==> config.mk <==
export PLATFORM = sky130hd
export DESIGN_NAME = enc8to3_sync
export DESIGN_NICKNAME = d
export VERILOG_FILES = /design/src/rtl/enc_pkg.sv /design/src/rtl/prio_enc8_comb.sv /design/src/rtl/enc8to3_sync.sv
export SDC_FILE = /design/constraint.sdc
export NUM_CORES = 1
export LEC_CHECK = 0
export CAP_MARGIN = 20
export CORE_AREA = 8 8 45 47
export CTS_CLUSTER_SIZE = 14
export DETAILED_ROUTE_END_ITERATION = 6
export DIE_AREA = 0 0 53 55
export GPL_TIMING_DRIVEN = 0
export PLACE_DENSITY = 0.48
export SYNTH_ARGS = -nofsm -noshare
export SYNTH_HDL_FRONTEND = slang
export SYNTH_HIERARCHICAL = 1
export SYNTH_SLANG_ARGS = --single-unit
==> constraint.sdc <==
create_clock -name clk -period 0.8 [get_ports clk]
set_input_delay 0.12 -clock clk [delete_from_list [all_inputs] [get_ports clk]]
set_output_delay 0.12 -clock clk [all_outputs]
set_load 0.01 [all_outputs]
==> src/rtl/enc_pkg.sv <==
// enc_pkg: constants and types shared by the 8-to-3 priority encoder files.
//   ENC_IN_W  : width of the request vector
//   ENC_IDX_W : width of the encoded index
//   enc_idx_t : encoded index type
package enc_pkg;

  localparam int ENC_IN_W  = 8;
  localparam int ENC_IDX_W = 3;

  typedef logic [ENC_IDX_W-1:0] enc_idx_t;

endpackage : enc_pkg

==> src/rtl/prio_enc8_comb.sv <==
// prio_enc8_comb: combinational highest-index-wins priority encoder.
// Ports:
//   a          in  [7:0] request vector, bit i = request i active
//   en         in        enable; 0 forces a zero index and invalid result
//   idx_next   out [2:0] index of the highest set bit of a (0 when invalid)
//   valid_next out       1 when en=1 and a has at least one bit set
module prio_enc8_comb
  import enc_pkg::*;
(
  input  logic [ENC_IN_W-1:0] a,
  input  logic                en,
  output enc_idx_t            idx_next,
  output logic                valid_next
);

  always_comb begin
    idx_next   = '0;
    valid_next = 1'b0;
    if (en) begin
      // Ascending scan: a later (higher) set bit overwrites a lower one,
      // so the highest index wins.
      for (int i = 0; i < ENC_IN_W; i++) begin
        if (a[i]) begin
          idx_next   = enc_idx_t'(i);
          valid_next = 1'b1;
        end
      end
    end
  end

endmodule : prio_enc8_comb

==> src/rtl/enc8to3_sync.sv <==
// enc8to3_sync: registered 8-to-3 priority encoder with enable and valid.
// One clock of latency from a/en to y/valid; a fresh result every cycle.
// Ports:
//   clk   in        system clock, rising edge
//   rst_n in        asynchronous active-low reset (y=0, valid=0)
//   a     in  [7:0] request vector
//   en    in        encoder enable
//   y     out [2:0] registered index of the highest set bit of a
//   valid out       registered flag: en=1 and a != 0
module enc8to3_sync
  import enc_pkg::*;
(
  input  logic                clk,
  input  logic                rst_n,
  input  logic [ENC_IN_W-1:0] a,
  input  logic                en,
  output enc_idx_t            y,
  output logic                valid
);

  enc_idx_t idx_next;
  logic     valid_next;
  enc_idx_t y_d;
  enc_idx_t y_q;
  logic     valid_d;
  logic     valid_q;

  prio_enc8_comb u_prio_enc8_comb (
    .a          (a),
    .en         (en),
    .idx_next   (idx_next),
    .valid_next (valid_next)
  );

  always_comb begin
    y_d     = idx_next;
    valid_d = valid_next;
  end

  always_ff @(posedge clk or negedge rst_n) begin
    if (!rst_n) begin
      y_q     <= '0;
      valid_q <= 1'b0;
    end else begin
      y_q     <= y_d;
      valid_q <= valid_d;
    end
  end

  assign y     = y_q;
  assign valid = valid_q;

endmodule : enc8to3_sync

==> summary.txt <==
Critical path
  – Crit path largest cell delay: 350 ps
  – Critical Path RT: 680 ps
  – Crit-path slowest cell: dfrtp_1
  – CP Capture Type: output port
  – Arrival time worst endpoint: 720 ps
  – CP top delay family: flip-flops
  – Buffers and inverters on the worst path: 1
  – Crit-path cells: buf_2
  – Startpoint Class: flop
  – Kind of critical path: reg -> out
  – CP max FO: 1

Pwr
  – Pleak: 0.000176 µW
  – VDD IR max: 0.364 mV
  – P per Cell Area: 1590 mW/mm²

Drt
  – Post-route ant nets: 0
  – DR iter-0 viols: 3
  – # DRC: 0
  – Via total after detailed routing: 213
  – Final wirelength: 621 µm
  – Drt wl/cell: 12.2 µm
  – Vias/cell: 4.18
  – Drt first pass iters: 4

Clocking
  – Sink Count: 4
  – Clock Tree Root: clkbuf_4
  – TritonCTS clock tree: built
  – Post-CTS setup buffers: 0
  – Clock transition at the registers of the reported paths: 40 ps
  – Max clock buf depth: 2
  – H-Tree Depth: 1
  – Num CTS Buffers: 3

Global routing
  – GR Util All Layers: 5.31%
  – Grt total ovfl: 0
  – Vias in the first global route: 235
  – Largest net degree at the start of global routing: 5
  – Antenna violations before repair: 0
  – Global-route wire length before repair: 972 µm

Placed design
  – Placed cell area: 340 µm²
  – I/O Buffers: 14
  – Placer Congestion: 0.655
  – Dpl ws: -412 ps

Timing
  – # setup viols final: 4
  – Hold Slack: 81.9 ps
  – Final Hold Viols: 0
  – FMAX: 1.19 GHz
  – Crit path time final: 843 ps
  – Max Slew Vio Count: 0
  – Worst Slack Setup Final: -42.6 ps
  – Final Cycle Share: 105%
  – Relative slew slack: 84.4%
  – Worst slew pin tran: 232 ps
  – RSZ-0062 raised after global routing: true

Logic synthesis
  – Mapped Cells: 18
  – Predominant post-synthesis flop cell: dfrtp_1
  – Yosys reg bits: 4
  – Post-synth EDFFs: 0
  – Avg Inst Size Synth: 10.0 µm²
  – Yosys top cell by area: dfrtp_1
  – Commonest cells in the netlist: dfrtp_1, nor2_1, a21oi_1, inv_1, o21ai_0
  – Netlist cell types: 10
  – Post-synth top area share: 55.6%
  – Syn_nets: 29
  – Synth async-reset ratio: 100%
  – Top-count cell post-synth: dfrtp_1
  – Synth area leaders: dfrtp_1, nor4_2, nor2_1
  – Post-Syn Area: 180 µm²
  – Sequential share of the synthesized area: 55.6%
  – Ys Warns: 6

Final layout
  – Area Overhead vs Synth: 106%
  – Final net count: 48
  – Share of layout cells above drive strength 1: 40.0%
  – Ant diodes: 0
  – Design Area, Final: 372 µm²

Die
  – Num rows: 14
  – Core box area: 0.00138 mm²
  – Ports: 15
  – Initial Util: 13.0%
  – Die H: 55 µm
  – Die Wd: 53 µm
  – DIE AREA: 0.00292 mm²

Run
  – Max-cap violations: 0

Run status
  – Failing checks: negative setup slack
  – Status: finished with violations

Min path
  – Worst hold path class: in -> async
-- cell type report --
type | instances | area [µm²]
fillers | 151 | 1010
repair buffers | 14 | 118
multi-input cells | 12 | 104
flip-flops and latches | 4 | 100
clock buffers | 3 | 22.5
well taps | 16 | 20.0
inverters | 2 | 7.51
-- where the power goes --
part	internal, µW	switching, µW
Clock	168	81.3
Sequential	217	3.39
Combinational	61.8	59.6
-- per-layer routing --
metal / GRT usage [%] / share of wire, % / vias to the layer above / wire (µm)
met4: 6.47 / 2.7 / 0 / 17
li1: - / - / 98 / -
met5: 0 / 0 / - / 0
met3: 4.81 / 15 / 2 / 96
met1: 4.89 / 43 / 95 / 266
met2: 6.25 / 39 / 18 / 241
-- cells by family after synthesis --
family,Yosys count,synth area share (%)
and+or+nand+nor,6,20.1
DFF,4,55.6
buffers and inverters,2,4.17
AOI/OAI and AO/OA,6,20.1
-- state kept, by name, summed over array words and instances (netlist names) --
name   count
valid      1
y          3
-- stage by stage --
step | instances | setup TNS (ps) | util, % | power [µW]
global route | 51 | -259 | 26.9 | 642
finish | 51 | -132 | 26.9 | 591
detailed placement | 48 | -1850 | 24.6 | 349
CTS | 51 | -175 | 25.4 | 591
floorplan | 18 | 0 | - | 253
global placement | 48 | -1760 | 24.6 | 344
-- what timing repair did --
| item | 4_1_cts | 5_1_grt |
|---|---|---|
| hold buffers | 0 | 0 |
| gates cloned | 0 | 0 |
| resized for setup | 27 | 8 |
| pin swaps | 3 | 4 |
| setup endpoints to repair | 7 | 6 |
-- worst max-delay path by stage --
stage | startpoint | slack [ps] | to | cells after the start
after floorplan | a[7] | 110 | valid | 3
after global placement | a[7] | -400 | valid | 4
after detailed placement | a[7] | -410 | valid | 4
after CTS | y[1] | -50 | y[1] | 1
after global routing | y[1] | -80 | y[1] | 1
final | y[1] | -40 | y[1] | 1
-- placed cells by master, fill, tap and decap left out --
| cell type | instances |
|---|---|
| dfrtp_1 | 4 |
| clkdlybuf4s15_1 | 1 |
| dlygate4sd2_1 | 5 |
| a21oi_1 | 1 |
| inv_1 | 1 |
| nor2_1 | 2 |
| clkbuf_2 | 1 |
| nor2_2 | 1 |
| nor2b_1 | 1 |
| o21bai_1 | 1 |
| a21oi_2 | 1 |
| o21ai_0 | 1 |
| buf_6 | 1 |
| clkbuf_4 | 3 |
| buf_2 | 3 |
| o41ai_4 | 1 |
| inv_2 | 1 |
| nor4_2 | 2 |
| clkdlybuf4s50_1 | 2 |
| dlymetal6s2s_1 | 1 |
| o21ai_1 | 1 |
Note: power is estimated with default switching activity, not from simulation.
